===== src/rtl/click_pkg.sv =====
// Shared state codes, gesture event codes and event payload for the click decoder.
package click_pkg;

    localparam int unsigned EV_TYPE_W = 3;
    localparam int unsigned CLICK_W   = 2;

    typedef logic [1:0] state_t;

    localparam state_t ST_IDLE      = 2'd0;
    localparam state_t ST_HELD      = 2'd1;
    localparam state_t ST_GAP       = 2'd2;
    localparam state_t ST_LONG_WAIT = 2'd3;

    localparam logic [EV_TYPE_W-1:0] EV_NONE   = 3'd0;
    localparam logic [EV_TYPE_W-1:0] EV_SINGLE = 3'd1;
    localparam logic [EV_TYPE_W-1:0] EV_DOUBLE = 3'd2;
    localparam logic [EV_TYPE_W-1:0] EV_TRIPLE = 3'd3;
    localparam logic [EV_TYPE_W-1:0] EV_LONG   = 3'd4;

    typedef struct packed {
        logic                 valid;
        logic [EV_TYPE_W-1:0] code;
    } gesture_event_t;

endpackage


===== src/rtl/click_decoder_timer.sv =====
// Saturating up-counter with synchronous clear/enable and an equality hit against a target.
module gesture_timer #(
    parameter int unsigned CNT_W = 26
) (
    input  logic             clk,
    input  logic             rst_n,
    input  logic             clr,
    input  logic             en,
    input  logic [CNT_W-1:0] target,
    output logic             hit_c
);

    logic [CNT_W-1:0] cnt_q;
    logic [CNT_W-1:0] cnt_d;

    // Clear beats enable; the count holds at all-ones instead of wrapping.
    always_comb begin
        cnt_d = cnt_q;
        if (clr) begin
            cnt_d = '0;
        end else if (en && (cnt_q != {CNT_W{1'b1}})) begin
            cnt_d = cnt_q + CNT_W'(1);
        end
    end

    always_ff @(posedge clk or negedge rst_n) begin
        if (!rst_n) begin
            cnt_q <= '0;
        end else begin
            cnt_q <= cnt_d;
        end
    end

    assign hit_c = (cnt_q == target);

endmodule


===== src/rtl/click_decoder.sv =====
// Classifies debounced button presses into single/double/triple/long gestures,
// emitting one registered one-cycle event per gesture.
module click_decoder
    import click_pkg::*;
#(
    parameter int unsigned WINDOW_CYCLES = 12_500_000,
    parameter int unsigned LONG_CYCLES   = 50_000_000,
    parameter int unsigned CNT_W         = 26
) (
    input  logic                 clk,
    input  logic                 rst_n,
    input  logic                 press,
    input  logic                 level,
    output logic                 event_valid,
    output logic [EV_TYPE_W-1:0] event_type,
    output logic                 busy
);

    state_t               state_q, state_d;
    logic [CLICK_W-1:0]   count_q, count_d;
    gesture_event_t       ev_q, ev_d;
    logic                 busy_q, busy_d;

    logic                 tmr_clr_c;
    logic                 tmr_en_c;
    logic [CNT_W-1:0]     tmr_target_c;
    logic                 tmr_hit_c;

    // The gap window applies only while released; every other state measures hold time.
    assign tmr_target_c = (state_q == ST_GAP) ? CNT_W'(WINDOW_CYCLES - 1)
                                              : CNT_W'(LONG_CYCLES - 1);

    gesture_timer #(
        .CNT_W (CNT_W)
    ) u_timer (
        .clk    (clk),
        .rst_n  (rst_n),
        .clr    (tmr_clr_c),
        .en     (tmr_en_c),
        .target (tmr_target_c),
        .hit_c  (tmr_hit_c)
    );

    always_comb begin
        state_d   = state_q;
        count_d   = count_q;
        ev_d      = '0;
        tmr_clr_c = 1'b0;
        tmr_en_c  = 1'b0;

        case (state_q)
            ST_IDLE: begin
                if (press) begin
                    count_d   = CLICK_W'(1);
                    tmr_clr_c = 1'b1;
                    state_d   = ST_HELD;
                end
            end

            ST_HELD: begin
                if (!level) begin
                    tmr_clr_c = 1'b1;
                    state_d   = ST_GAP;
                end else if (tmr_hit_c) begin
                    ev_d.valid = 1'b1;
                    ev_d.code  = (count_q == CLICK_W'(1)) ? EV_LONG : EV_TYPE_W'(count_q);
                    tmr_clr_c  = 1'b1;
                    state_d    = ST_LONG_WAIT;
                end else begin
                    tmr_en_c = 1'b1;
                end
            end

            // A press on the expiry cycle continues the gesture rather than closing it.
            ST_GAP: begin
                if (press) begin
                    tmr_clr_c = 1'b1;
                    if (count_q == CLICK_W'(2)) begin
                        ev_d.valid = 1'b1;
                        ev_d.code  = EV_TRIPLE;
                        state_d    = ST_LONG_WAIT;
                    end else begin
                        count_d = count_q + CLICK_W'(1);
                        state_d = ST_HELD;
                    end
                end else if (tmr_hit_c) begin
                    ev_d.valid = 1'b1;
                    ev_d.code  = EV_TYPE_W'(count_q);
                    count_d    = '0;
                    tmr_clr_c  = 1'b1;
                    state_d    = ST_IDLE;
                end else begin
                    tmr_en_c = 1'b1;
                end
            end

            ST_LONG_WAIT: begin
                if (!level) begin
                    count_d   = '0;
                    tmr_clr_c = 1'b1;
                    state_d   = ST_IDLE;
                end
            end

            default: begin
                count_d   = '0;
                tmr_clr_c = 1'b1;
                state_d   = ST_IDLE;
            end
        endcase

        busy_d = (state_d != ST_IDLE);
    end

    always_ff @(posedge clk or negedge rst_n) begin
        if (!rst_n) begin
            state_q <= ST_IDLE;
            count_q <= '0;
            ev_q    <= '0;
            busy_q  <= 1'b0;
        end else begin
            state_q <= state_d;
            count_q <= count_d;
            ev_q    <= ev_d;
            busy_q  <= busy_d;
        end
    end

    assign event_valid = ev_q.valid;
    assign event_type  = ev_q.code;
    assign busy        = busy_q;

endmodule


===== config.mk =====
export PLATFORM = sky130hd
export DESIGN_NAME = click_decoder
export DESIGN_NICKNAME = d
export VERILOG_FILES = /design/src/rtl/click_pkg.sv /design/src/rtl/click_decoder_timer.sv /design/src/rtl/click_decoder.sv
export SDC_FILE = /design/constraint.sdc
export NUM_CORES = 1
export LEC_CHECK = 0
export BUFFER_PORTS_ARGS = -buffer_cell sky130_fd_sc_hd__buf_2
export CAP_MARGIN = 10
export CELL_PAD_IN_SITES_DETAIL_PLACEMENT = 0
export CELL_PAD_IN_SITES_GLOBAL_PLACEMENT = 1
export CORE_MARGIN = 1.5
export CORE_UTILIZATION = 48
export DETAILED_ROUTE_END_ITERATION = 7
export PLACE_DENSITY_LB_ADDON = 0.05
export SYNTH_ARGS = -nofsm -noshare
export SYNTH_HDL_FRONTEND = slang
export SYNTH_HIERARCHICAL = 1
export SYNTH_SLANG_ARGS = --single-unit

===== constraint.sdc =====
create_clock -name clk -period 4.2 [get_ports clk]
set_input_delay 0.21 -clock clk [delete_from_list [all_inputs] [get_ports clk]]
set_output_delay 0.21 -clock clk [all_outputs]
set_load 0.1 [all_outputs]

# Word level (Yosys, flattened, before mapping)
# Cells that the tools add are included.
[totals]
reg_bits = 35
inputBits = 4
out_inout_bits = 5
elab_cells = 59
[op_classes]
addsub = 2
n_eq_ne = 11
muxes = 34
reduce_logical = 6
[op_table]
columns = ["op", "n"]
rows = [
  ["26-bit two-way mux", 3],
  ["26-bit by 1-bit adder with 26-bit output (second input constant)", 1],
  ["26-bit == test", 1],
  ["26-bit != test (second input constant)", 1],
  ["2-bit two-way mux", 12],
  ["4-bit two-way mux", 5],
  ["1-bit two-way mux", 8],
  ["2-bit case mux with 4 select lines", 1],
  ["4-bit case mux with 2 select lines", 1],
  ["2-bit == test (second input constant)", 3],
  ["3-bit != test (second input constant)", 2],
  ["2-bit case mux with 3 select lines", 1],
  ["5-bit AND reduction", 1],
  ["2-bit by 1-bit == test with 1-bit output (second input constant)", 2],
  ["2-bit != test (second input constant)", 2],
  ["1-bit case mux with 4 select lines", 1],
  ["2-bit nonzero test", 2],
  ["3-bit two-way mux", 1],
  ["3-bit nonzero test", 1],
  ["2-bit by 1-bit adder with 2-bit output (second input constant)", 1],
  ["2-bit logical NOT", 1],
  ["1-bit case mux with 2 select lines", 1],
  ["1-bit logical AND", 1],
]

# Longest topological paths before layout
# Gate-level depths: netlist of the first run.
[depth]
word_depth = 9
ltp_mapped = 16
depth_no_buf = 14

# Modules after synthesis
# Netlist of the first run, hierarchy kept.
[by_module_without_submodules]
columns = ["mod", "instances", "cells_per_inst", "area_per_inst_um2", "seq_area_each_um2"]
rows = [
  ["gesture_timer", 1, 181, 1689.1, 650.6],
  ["click_decoder", 1, 75, 660.6, 225.2],
]

# Worst setup path after synthesis of the first run
# No wires, ideal clock.
[synth_path]
kind = "register -> register"
startpoint = "reg state_q[0]"
endpoint = "reg u_timer.cnt_q[23]"
setup_time_ns = 0.078
arrival_ns = 2.992
required_time_ns = 4.122
path_slack_ns = 1.129
stages_incl_launch_ff = 16
path_buffers = 1
synth_period_minus_slack_ns = 3.071
path_cell_list = "dfrtp_1 -> inv_1 -> ha_1 -> inv_1 -> xor2_1 -> nor4_1 -> nand3_1 -> nor4_1 -> buf_2 -> inv_1 -> and3_1 -> nand4_1 -> nor3_2 -> nand4_2 -> or4_1 -> a21oi_1"
[synth_via]
elab_chain_cells = 8
elab_cells_between_ends = 17
cone_classes = "eq/ne (4); mux (10); reduce/logical (3)"
[synth_rtl]
columns = ["element", "line_no", "text"]
rows = [
  ["start: declaration", "click_decoder.sv:19", "state_t state_q, state_d;"],
  ["start signal: assignment", "click_decoder.sv:122", "state_q <= state_d;"],
  ["2-bit == test (*)", "click_decoder.sv:30", "assign tmr_target_c = (state_q == ST_GAP) ? CNT_W'(WINDOW_CYCLES - 1)"],
  ["26-bit two-way mux (*)", "click_decoder.sv:30", ""],
  ["net tmr_target_c[14]", "click_decoder.sv:26", "logic [CNT_W-1:0] tmr_target_c;"],
  ["26-bit == test (*)", "click_decoder_timer.sv:34", "assign hit_c = (cnt_q == target);"],
  ["net tmr_hit_c", "click_decoder.sv:27", "logic tmr_hit_c;"],
  ["1-bit two-way mux (*)", "click_decoder.sv:64, click_decoder.sv:86", ""],
  ["1-bit two-way mux (on tied branches)", "click_decoder.sv:76, click_decoder.sv:61", ""],
  ["1-bit case mux with 2 select lines (*)", "click_decoder.sv:51", "case (state_q)"],
  ["net tmr_en_c", "click_decoder.sv:25", "logic tmr_en_c;"],
  ["1-bit logical AND (*)", "click_decoder_timer.sv:21", "end else if (en && (cnt_q != {CNT_W{1'b1}})) begin"],
  ["2-bit nonzero test (no source line) (*)", "--", ""],
  ["end signal: assignment", "click_decoder_timer.sv:30", "cnt_q <= cnt_d;"],
  ["end: declaration", "click_decoder_timer.sv:13", "logic [CNT_W-1:0] cnt_q;"],
]
# The timed path passes the listed nets; every way through them passes the cells marked *.
# A chain may end at the register's enable or synchronous reset.

# Final worst setup path of the first run
[layout_path]
startpoint = "reg state_q[0]"
endpoint = "reg u_timer.cnt_q[25]"
# The elaborated chain is that of the path after synthesis.

==> results of run 1 <==
## cell type report
cell class | count | area, um^2
fill | 443 | 2130
multi-input combinational | 219 | 1460
sequential | 35 | 876
tap | 67 | 83.8
clock buffer | 7 | 76.3
timing repair buffer | 10 | 55.1
inverter | 11 | 41.3
clock inverter | 1 | 5.00
## placed cells by master, fill, tap and decap left out, types with 3 or more instances in the layout
cell type,synthesis,routed
xor2_1,29,29
o31ai_1,3,3
dfrtp_1,35,35
inv_1,10,10
or4_1,3,3
nor4_1,7,7
nand4_1,9,9
or3_1,5,5
nor3_1,5,5
conb_1,2,18
xnor2_1,13,13
o211ai_1,8,8
nor2_1,27,27
nand2_1,11,11
a21boi_0,5,5
ha_1,10,10
and3_1,6,6
a21oi_1,11,10
clkbuf_8,0,5
buf_2,3,8
o21ai_0,9,9
nand3_1,12,12
## through the flow
stage	setup slack, ns	cells	utilization [%]	hold slack [ns]
detailed placement	0.635	342	53.2	0.343
floorplan	1.13	272	-	-0.0856
finish	0.595	350	55.0	-0.0101
global route	0.194	350	55.0	0.0881
CTS	0.625	350	55.0	0.0352
global placement	0.780	342	53.2	0.340
## per-layer routing
metal  share of wire (%)  wire length [um]  global-route usage, %  up-vias
met4                 1.1                57                   7.34        0
met1                  53              2720                   32.8      905
li1                    -                 -                      -      951
met3                 2.4               122                   3.31        5
met5                   0                 0                      0        -
met2                  43              2230                   32.7       26
## logic make-up after synthesis
family	count (synthesis)	synth area share, %
simple gates	97	22.4
fa+ha+maj	10	5.32
xor+xnor	42	15.7
mux	4	1.97
compound gates	48	13.7
buf+inv	18	3.35
other cells	2	0.320
flops	35	37.3
## worst max path at each step
stage,startpoint,slack (ns),end,cells after the start
2_1_floorplan,state_q[0]$_DFF_PN0_,1.13,u_timer/cnt_q[23]$_DFFE_PN0P_,15
3_3_place_gp,state_q[0]$_DFF_PN0_,0.78,u_timer/cnt_q[23]$_DFFE_PN0P_,15
3_5_place_dp,state_q[0]$_DFF_PN0_,0.63,u_timer/cnt_q[25]$_DFFE_PN0P_,15
4_1_cts,state_q[0]$_DFF_PN0_,0.63,u_timer/cnt_q[25]$_DFFE_PN0P_,15
5_1_grt,state_q[0]$_DFF_PN0_,0.19,u_timer/cnt_q[23]$_DFFE_PN0P_,15
6_report,state_q[0]$_DFF_PN0_,0.59,u_timer/cnt_q[25]$_DFFE_PN0P_,15
## flip-flops by register name, indices dropped and copies added, names as in the netlist
name and cells:
event_valid 1, count_q 2, event_type 3, u_timer/cnt_q 26, state_q 2, busy 1
## where the power goes
group | switching [mW] | internal [mW]
clock network | 0.115 | 0.116
registers | 0.0264 | 0.362
logic | 0.297 | 0.154
total | 0.438 | 0.632
==> reports/qor.csv, run 1 <==
stage,metric,value,unit
layout,antenna_cells,0,
logic_synthesis,yosys.area.top_type,dfrtp_1,
global_routing,track_usage,22.1,%
sta,maxSlewViolCount,0,
setup_path,crit_fanout,9,
placement,gp_congestion,0.818,
sta,clock.fmax,277,MHz
sta,tns,0,ns
layout,area_delta_synth_final,10.5,%
setup_path,end_kind,flip-flop,
setup_path,path_buf_inv,4,
logic_synthesis,synthFlopType,dfrtp_1,
logic_synthesis,synth_edf_count,0,
pwr,leakagePower,1.15,nW
worst_hold_path,min_path_type,input pin to asynchronous set/reset pin,
sta,timing.hold.ws,-0.0101,ns
job,cap_violations,0,
logic_synthesis,synth-seq-cells,35,
clock_network,cts_tree,yes,
placement,dp.final_hpwl,3.68,mm
layout,fin_nets,296,
global_routing,antenna_found_initial,0,
setup_path,cpMostUsedCell,inv_1,
sta,finalCritPeriodShare,85.8,%
clock_network,clk_pin_slew,0.07,ns
floorplanning,fp.coreArea,4720,um^2
placement,postPlaceCellArea,2510,um^2
setup_path,arrival,3.81,ns
floorplanning,ios,9,
sta,hold_viol,9,
route,drc,0,
clock_network,cts_made_buffers,5,
floorplanning,start_util,49.7,%
sta,final-setup-viol-count,0,
setup_path,crit_slowest_cell,nor3_2,
setup_path,path_delay_family,simple AND/OR/NAND/NOR gates,
sta,fin_crit,3.61,ns
logic_synthesis,netlist_area,2350,um^2
logic_synthesis,yosysMostFrequentCell,dfrtp_1,
logic_synthesis,yosysSeqAreaShare,37.3,%
logic_synthesis,async_flop_share,100,%
sta,worstMarginPinSlew,1.02,ns
logic_synthesis,yosysTopAreaCellShare,37.3,%
floorplanning,die_area,5320,um^2
clock_network,clock-root-buffer,clkbuf_8,
route,drt_iter0_markers,85,
logic_synthesis,synth_area_leaders,"dfrtp_1 (37%), xor2_1 (11%), ha_1 (5.3%)",
route,dr.pass1.iters,4,
route,ant_nets,0,
setup_path,cp-start-kind,flip-flop,
setup_path,critPathKind,flip-flop to flip-flop,
route,routedWlPerCell,14.6,um
sta,skew,0.00790,ns
clock_network,h-tree-depth,2,
clock_network,clock_sinks,35,
clock_network,insertion_delay,0.28,ns
setup_path,reg2reg_depth,15,
floorplanning,chipHeight,73.0,um
setup_path,reg2reg_slack,0.59,ns
route,drt_wl_total,5.12,mm
pwr,power_density,412,nW/um^2
sta,rsz0062_at_grt,no,
pwr,ir_worst_vdd,0.427,mV
setup_path,path_cells,inv_1 > ha_1 > inv_1 > xor2_1 > nor4_1 > nand3_1 > nor4_1 > buf_4 > inv_1 > and3_1 > nand4_1 > nor3_2 > nand4_2 > or4_1 > a21oi_1,
layout,drive_above_1_share,9.89,%
global_routing,grt_max_degree,36,
setup_path,reg2reg_to,u_timer/cnt_q[25]$_DFFE_PN0P_,
pwr,total_power,1.07,mW
setup_path,cpPeakStageDelay,0.46,ns
placement,io_buffers,8,
sta,relSlewSlack,31.3,%
clock_network,cts_post_setup_buffers_inserted,0,
status,violations,negative hold slack,
clock_network,cts_hold_buffers,0,
global_routing,grt_overflow,0,
logic_synthesis,syn_avg_cell_area,9.18,um^2
setup_path,timing.rr.start,state_q[0]$_DFF_PN0_,
route,vias,1887,
route,via_per_inst,5.39,
layout,fin_area,2600,um^2
global_routing,grt_pass1_wl,9.05,mm
setup_path,crit_required,4.41,ns
logic_synthesis,synth_cell_type_count,44,
status,outcome,"finished, violations left",
global_routing,grt_pass1_vias,1851,
logic_synthesis,synth_common_cells,"dfrtp_1 (35), xor2_1 (29), nor2_1 (27)",
clock_network,clock_path_buffers,2,
floorplanning,row_count,25,
clock_network,cts.repair.resized,0,
logic_synthesis,syn_inst,256,
logic_synthesis,yosysWarningCount,6,
floorplanning,fp.dieW,73.0,um
Power figures use the tool's default switching activity.
==> inputs of run 2 (changes only) <==
--- a/config.mk
+++ b/config.mk
@@ -7,11 +7,12 @@
 export LEC_CHECK = 0
 export BUFFER_PORTS_ARGS = -buffer_cell sky130_fd_sc_hd__buf_2
 export CAP_MARGIN = 10
-export CELL_PAD_IN_SITES_DETAIL_PLACEMENT = 0
-export CELL_PAD_IN_SITES_GLOBAL_PLACEMENT = 1
+export CELL_PAD_IN_SITES_DETAIL_PLACEMENT = 1
+export CELL_PAD_IN_SITES_GLOBAL_PLACEMENT = 2
 export CORE_MARGIN = 1.5
-export CORE_UTILIZATION = 48
+export CORE_UTILIZATION = 39
 export DETAILED_ROUTE_END_ITERATION = 7
+export GPL_TIMING_DRIVEN = 0
 export PLACE_DENSITY_LB_ADDON = 0.05
 export SYNTH_ARGS = -nofsm -noshare
 export SYNTH_HDL_FRONTEND = slang
==> run 2 against run 1 <==
Effect of this change: the flow now finishes without violations; count of clock-buffer cells in the layout fell by 1; clock power rose by 6%; wire length rose by 18%; global-route usage fell by 1.3 points; clock skew fell by 0.0042 ns; sequential power barely moved; non-clock buffer count rose by 5; via count rose by 2.4%; cell count rose by 3.4%; largest cell class unchanged.
==> reports/qor.csv, run 2 (synthesis results as in run 1) <==
stage,metric,value,unit,change
layout,drive_above_1_share,10.8,%,+0.91 points
global_routing,grt_pass1_vias,1963,,+6.1%
clock_network,h-tree-depth,2,,unchanged
setup_path,timing.rr.start,state_q[0]$_DFF_PN0_,,
clock_network,clk_pin_slew,0.07,ns,about the same
pwr,p_seq_share,35.2,%,-1.1 points
route,drt_wl_total,6.06,mm,+18%
route,vias,1933,,+2.4%
global_routing,grt_pass1_wl,10.1,mm,+12%
route,dr.pass1.iters,4,,unchanged
sta,clock.fmax,260,MHz,-6.2%
setup_path,arrival,4.05,ns,+0.24 ns
placement,gp_congestion,0.782,,-4.4%
clock_network,clock_path_buffers,2,,unchanged
floorplanning,row_count,28,,+12%
layout,regMostFlops,u_timer/cnt_q,,
floorplanning,fp.coreArea,5890,um^2,+25%
sta,fin_crit,3.84,ns,+0.238 ns
clock_network,clock-root-buffer,clkbuf_8,,
setup_path,reg2reg_to,u_timer/cnt_q[25]$_DFFE_PN0P_,,
sta,maxSlewViolCount,0,,unchanged
route,drt_iter0_markers,80,,-5.9%
setup_path,end_kind,flip-flop,,
setup_path,cp-startpoint,state_q[0]$_DFF_PN0_,,
clock_network,cts_post_setup_buffers_inserted,0,,unchanged
pwr,combPwrFrac,42.8,%,+0.7 points
pwr,power_density,421,nW/um^2,+2.1%
layout,final_cell_mix,"dfrtp_1 (35), xor2_1 (29), nor2_1 (27)",,
sta,finalCritPeriodShare,91.5,%,+5.7 points
floorplanning,chipHeight,80.6,um,+10%
floorplanning,ios,9,,unchanged
route,ant_nets,0,,unchanged
pwr,leakagePower,1.19,nW,+3.2%
setup_path,crit_fanout,9,,unchanged
setup_path,crit_path_end,u_timer/cnt_q[25]$_DFFE_PN0P_,,
global_routing,antenna_found_initial,0,,unchanged
job,cap_violations,0,,unchanged
sta,hold_viol,0,,-9
sta,worstMarginPinSlew,0.999,ns,-0.0224 ns
floorplanning,fp.dieW,80.6,um,+10%
route,drc,0,,unchanged
setup_path,critPathKind,flip-flop to flip-flop,,
worst_hold_path,min_path_type,input pin to asynchronous set/reset pin,,
floorplanning,die_area,6500,um^2,+22%
sta,skew,0.00371,ns,-0.00418 ns
pwr,p_switching,466,uW,+6.3%
clock_network,cts_made_buffers,5,,unchanged
sta,rsz0062_at_grt,no,,
setup_path,crit_required,4.41,ns,about the same
floorplanning,start_util,39.9,%,-9.8 points
pwr,p_int,644,uW,+2.0%
global_routing,track_usage,20.8,%,-1.3 points
placement,io_buffers,8,,unchanged
sta,setup_ws,0.357,ns,-0.238 ns
setup_path,cp-start-kind,flip-flop,,
sta,final-setup-viol-count,0,,unchanged
pwr,ir_worst_vdd,0.362,mV,-15%
clock_network,cts_hold_buffers,0,,unchanged
route,routedWlPerCell,16.7,um,+14%
sta,relSlewSlack,32.8,%,+1.5 points
global_routing,grt_max_degree,36,,unchanged
setup_path,reg2reg_depth,14,,-1
setup_path,reg2reg_slack,0.36,ns,-0.24 ns
route,via_per_inst,5.34,,-0.96%
pwr,swShare,41.9,%,+1.0 points
layout,largest_reg_flops,26,,unchanged
clock_network,clock_sinks,35,,unchanged
layout,antenna_cells,0,,unchanged
sta,tns,0,ns,unchanged
clock_network,cts_tree,yes,,
layout,layout_commonest_cell,dfrtp_1,,
layout,fin_nets,301,,+1.7%
clock_network,insertion_delay,0.29,ns,about the same
placement,dpl_worst_slack,0.297,ns,-0.338 ns
clock_network,cts.repair.resized,0,,unchanged
global_routing,grt_overflow,0,,unchanged
status,outcome,completed,,
placement,dp.final_hpwl,4.46,mm,+21%
layout,area_delta_synth_final,12.3,%,
pwr,clkPwrFrac,22.1,%,+0.5 points
-- run 2: how the worst min path moves through the flow --
stage,start,depth (start not counted),end,slack [ns]
3_5_place_dp,rst_n,1,count_q[0]$_DFFE_PN0P_,0.36
6_report,rst_n,1,count_q[0]$_DFFE_PN0P_,0.01
4_1_cts,rst_n,1,u_timer/cnt_q[12]$_DFFE_PN0P_,0.05
2_1_floorplan,rst_n,0,busy$_DFF_PN0_,-0.09
3_3_place_gp,rst_n,1,event_type[2]$_DFF_PN0_,0.35
5_1_grt,rst_n,1,count_q[0]$_DFFE_PN0P_,0.08
-- run 2: cell type report --
| cell class | instances | area, um^2 |
|---|---|---|
| fillers | 713 | 3250 |
| multi-input cells | 219 | 1460 |
| flip-flops and latches | 35 | 876 |
| well taps | 75 | 93.8 |
| clock buffers | 6 | 82.6 |
| inverters | 11 | 41.3 |
| repair buffers | 8 | 40.0 |
| plain buffers | 7 | 38.8 |
| clock inverters | 1 | 5.00 |
-- run 2: power by group through the flow --
stage | Sequential [mW] | Combinational [mW] | Clock, mW
detailed placement | 0.397 | 0.475 | 0
global placement | 0.396 | 0.472 | 0
floorplan | 0.425 | 0.314 | 0
CTS | 0.390 | 0.478 | 0.256
finish | 0.390 | 0.475 | 0.245
global route | 0.396 | 0.529 | 0.274
-- run 2: routing by layer --
layer  wire (um)  track usage (%)  share of wire, %  vias to the layer above
met5           0                0                 0                        -
met4          57             4.66              0.94                        0
met3         125             3.75               2.1                        6
met2        2720             32.3                45                       20
met1        3160             29.8                52                      950
li1            -                -                 -                      957
-- run 2: stage by stage --
step	std cells	total power [mW]	instance area [um^2]	hold slack, ns	util [%]
after CTS	362	1.12	2630	0.0459	44.7
after detailed placement	355	0.872	2540	0.356	43.2
after global routing	362	1.20	2640	0.0812	44.8
after global placement	355	0.868	2540	0.345	43.2
after floorplan	272	0.739	2410	-0.0856	-
final	362	1.11	2640	0.0108	44.8
-- run 2: critical path: stages (launching register included) --
cell	delay, ns
dfrtp_1	0.41
inv_1	0.17
ha_1	0.49
xor2_1	0.26
nor4_1	0.09
nand3_1	0.09
nor4_1	0.05
buf_2	0.19
inv_1	0.13
and3_1	0.32
nand4_1	0.26
nor3_4	0.38
nand4_2	0.29
or4_1	0.48
a21oi_1	0.15
==> inputs of run 3 (changes only) <==
--- a/config.mk
+++ b/config.mk
@@ -14,6 +14,7 @@
 export DETAILED_ROUTE_END_ITERATION = 7
 export GPL_TIMING_DRIVEN = 0
 export PLACE_DENSITY_LB_ADDON = 0.05
+export RECOVER_POWER = 50
 export SYNTH_ARGS = -nofsm -noshare
 export SYNTH_HDL_FRONTEND = slang
 export SYNTH_HIERARCHICAL = 1
==> run 3 against run 2 <==
Effect of this change: register-to-register slack improved by 0.02 ns; the run now ends with max-capacitance violations, max-slew violations left; worst hold slack gained 0.25 ns; critical endpoint unchanged; largest cell class unchanged; cell count is the same; clock skew is 0.0018 ns higher.
==> reports/qor.csv, run 3 (synthesis results as in run 1) <==
stage,metric,value,unit,change
setup_path,end_kind,flip-flop,,
setup_path,critPathKind,flip-flop to flip-flop,,
layout,antenna_cells,0,,unchanged
floorplanning,ios,9,,unchanged
route,dr.pass1.iters,4,,unchanged
sta,skew,0.00551,ns,+0.00180 ns
worst_hold_path,min_path_type,input pin to flip-flop,,
sta,relSlewSlack,-29.8,%,-63 points
setup_path,arrival,4.02,ns,-0.03 ns
setup_path,path_buf_inv,4,,+1
floorplanning,fp.dieW,80.6,um,unchanged
global_routing,grt_pass1_wl,10.1,mm,unchanged
setup_path,path_delay_family,simple AND/OR/NAND/NOR gates,,
worst_hold_path,hold_start,level,,
global_routing,grt_use_met3,3.75,%,unchanged
setup_path,crit_slowest_cell,or4_1,,
pwr,leakagePower,1.18,nW,-0.61%
layout,fin_area,2640,um^2,about the same
clock_network,clock_path_buffers,2,,unchanged
global_routing,gr-usage-met2,32.3,%,unchanged
placement,dpl.cell_count,355,,unchanged
pwr,ir_worst_vdd,0.360,mV,-0.42%
sta,clock.fmax,262,MHz,+0.63%
clock_network,cts_made_buffers,5,,unchanged
floorplanning,start_util,39.9,%,unchanged
placement,dpl_worst_slack,0.297,ns,unchanged
route,via_per_inst,5.34,,about the same
global_routing,gr-usage-met1,29.8,%,unchanged
global_routing,grt_pass1_vias,1963,,unchanged
pwr,swShare,41.8,%,-0.17 points
sta,rsz0062_at_grt,no,,
clock_network,insertion_delay,0.28,ns,about the same
clock_network,cts_hold_buffers,0,,unchanged
sta,maxSlewViolCount,36,,+36
sta,hold_viol,0,,unchanged
status,violations,"max-capacitance violations, max-slew violations",,
global_routing,antenna_found_initial,0,,unchanged
route,drt_wl_total,6.01,mm,-0.79%
status,outcome,"finished, violations left",,
route,ant_nets,0,,unchanged
pwr,combPwrFrac,42.7,%,about the same
clock_network,clock-root-buffer,clkbuf_8,,
pwr,power_density,420,nW/um^2,-0.24%
setup_path,cp-startpoint,state_q[0]$_DFF_PN0_,,
sta,timing.hold.ws,0.258,ns,+0.248 ns
global_routing,globalRoute.busiestLayer,met2,,
global_routing,track_usage,20.8,%,unchanged
floorplanning,row_count,28,,unchanged
route,drt_iter0_markers,80,,unchanged
sta,setup_ws,0.381,ns,+0.0241 ns
clock_network,h-tree-depth,2,,unchanged
layout,largest_reg_flops,26,,unchanged
setup_path,path_cells,inv_1 > ha_1 > inv_1 > xor2_1 > nor4_1 > nand3_1 > nor4_1 > buf_2 > inv_1 > and3_1 > nand4_1 > nor3_4 > nand4_2 > or4_1 > a21oi_1,,
route,drc,0,,unchanged
pwr,p_seq_share,35.3,%,about the same
layout,final_cells,362,,unchanged
pwr,clkPwrFrac,22.0,%,about the same
setup_path,reg2reg_slack,0.38,ns,+0.02 ns
clock_network,clk_pin_slew,0.07,ns,about the same
floorplanning,chipHeight,80.6,um,unchanged
global_routing,grt_max_degree,36,,unchanged
clock_network,cts_tree,yes,,
clock_network,cts.repair.resized,0,,unchanged
global_routing,grt_overflow,0,,unchanged
placement,postPlaceCellArea,2540,um^2,unchanged
setup_path,cp-start-kind,flip-flop,,
setup_path,crit_required,4.40,ns,about the same
sta,worstMarginPinSlew,1.95,ns,+0.949 ns
layout,final_cell_mix,"dfrtp_1 (35), xor2_1 (29), nor2_1 (27)",,
layout,drive_above_1_share,10.1,%,-0.70 points
setup_path,cpMostUsedCell,inv_1,,
route,vias,1932,,-0.052%
clock_network,clock_sinks,35,,unchanged
sta,tns,0,ns,unchanged
placement,gp_congestion,0.782,,unchanged
pwr,p_int,644,uW,about the same
sta,finalCritPeriodShare,90.9,%,-0.57 points
setup_path,timing.rr.start,state_q[0]$_DFF_PN0_,,
pwr,total_power,1.11,mW,-0.33%
pwr,p_switching,462,uW,-0.74%
floorplanning,fp.coreArea,5890,um^2,unchanged
layout,fin_nets,301,,unchanged
layout,final_core_util,44.8,%,about the same
job,cap_violations,1,,+1
sta,final-setup-viol-count,0,,unchanged
placement,dp.final_hpwl,4.46,mm,unchanged
route,routedWlPerCell,16.6,um,-0.79%
placement,io_buffers,8,,unchanged
layout,regMostFlops,u_timer/cnt_q,,
setup_path,crit_fanout,9,,unchanged
layout,layout_commonest_cell,dfrtp_1,,
floorplanning,die_area,6500,um^2,unchanged
clock_network,cts_post_setup_buffers_inserted,0,,unchanged
setup_path,cpPeakStageDelay,0.48,ns,about the same
layout,area_delta_synth_final,12.2,%,about the same
sta,fin_crit,3.82,ns,-0.0241 ns
run 3: area by class of cell:
class,count,area (um^2)
buffer,7,38.8
clock buffer,6,82.6
clock inverter,1,5.00
fill,715,3250
inverter,11,41.3
multi-input combinational,219,1460
sequential,35,876
tap,75,93.8
timing repair buffer,8,37.5
run 3: worst reg2reg max path, cell delays in order (launching register included):
cell	delay, ns
dfrtp_1	0.40
inv_1	0.13
ha_1	0.28
inv_1	0.28
xor2_1	0.23
nor4_1	0.09
nand3_1	0.09
nor4_1	0.06
buf_2	0.18
inv_1	0.12
and3_1	0.31
nand4_1	0.26
nor3_4	0.39
nand4_2	0.30
or4_1	0.48
a21oi_1	0.15
run 3: final timing paths:
kind	endpoint	cells after the start
max	u_timer/cnt_q[25]$_DFFE_PN0P_	15
min	event_type[2]$_DFF_PN0_	3
max reg2reg	u_timer/cnt_q[25]$_DFFE_PN0P_	15
max in group asynchronous	u_timer/cnt_q[1]$_DFFE_PN0P_	1
min reg2reg	u_timer/cnt_q[13]$_DFFE_PN0P_	2
min in group asynchronous	count_q[0]$_DFFE_PN0P_	1
run 3: metal layers:
| metal | vias to the layer above | wire length, um |
|---|---|---|
| li1 | 957 | - |
| met4 | 0 | 27 |
| met3 | 2 | 169 |
| met2 | 20 | 2740 |
| met5 | - | 0 |
| met1 | 953 | 3080 |
run 3: power by group through the flow:
| stage | sequential, mW | combinational [mW] | clock, mW |
|---|---|---|---|
| 5_1_grt | 0.396 | 0.529 | 0.274 |
| 4_1_cts | 0.390 | 0.478 | 0.256 |
| 6_report | 0.390 | 0.473 | 0.243 |
| 3_5_place_dp | 0.397 | 0.475 | 0 |
| 2_1_floorplan | 0.425 | 0.314 | 0 |
| 3_3_place_gp | 0.396 | 0.472 | 0 |
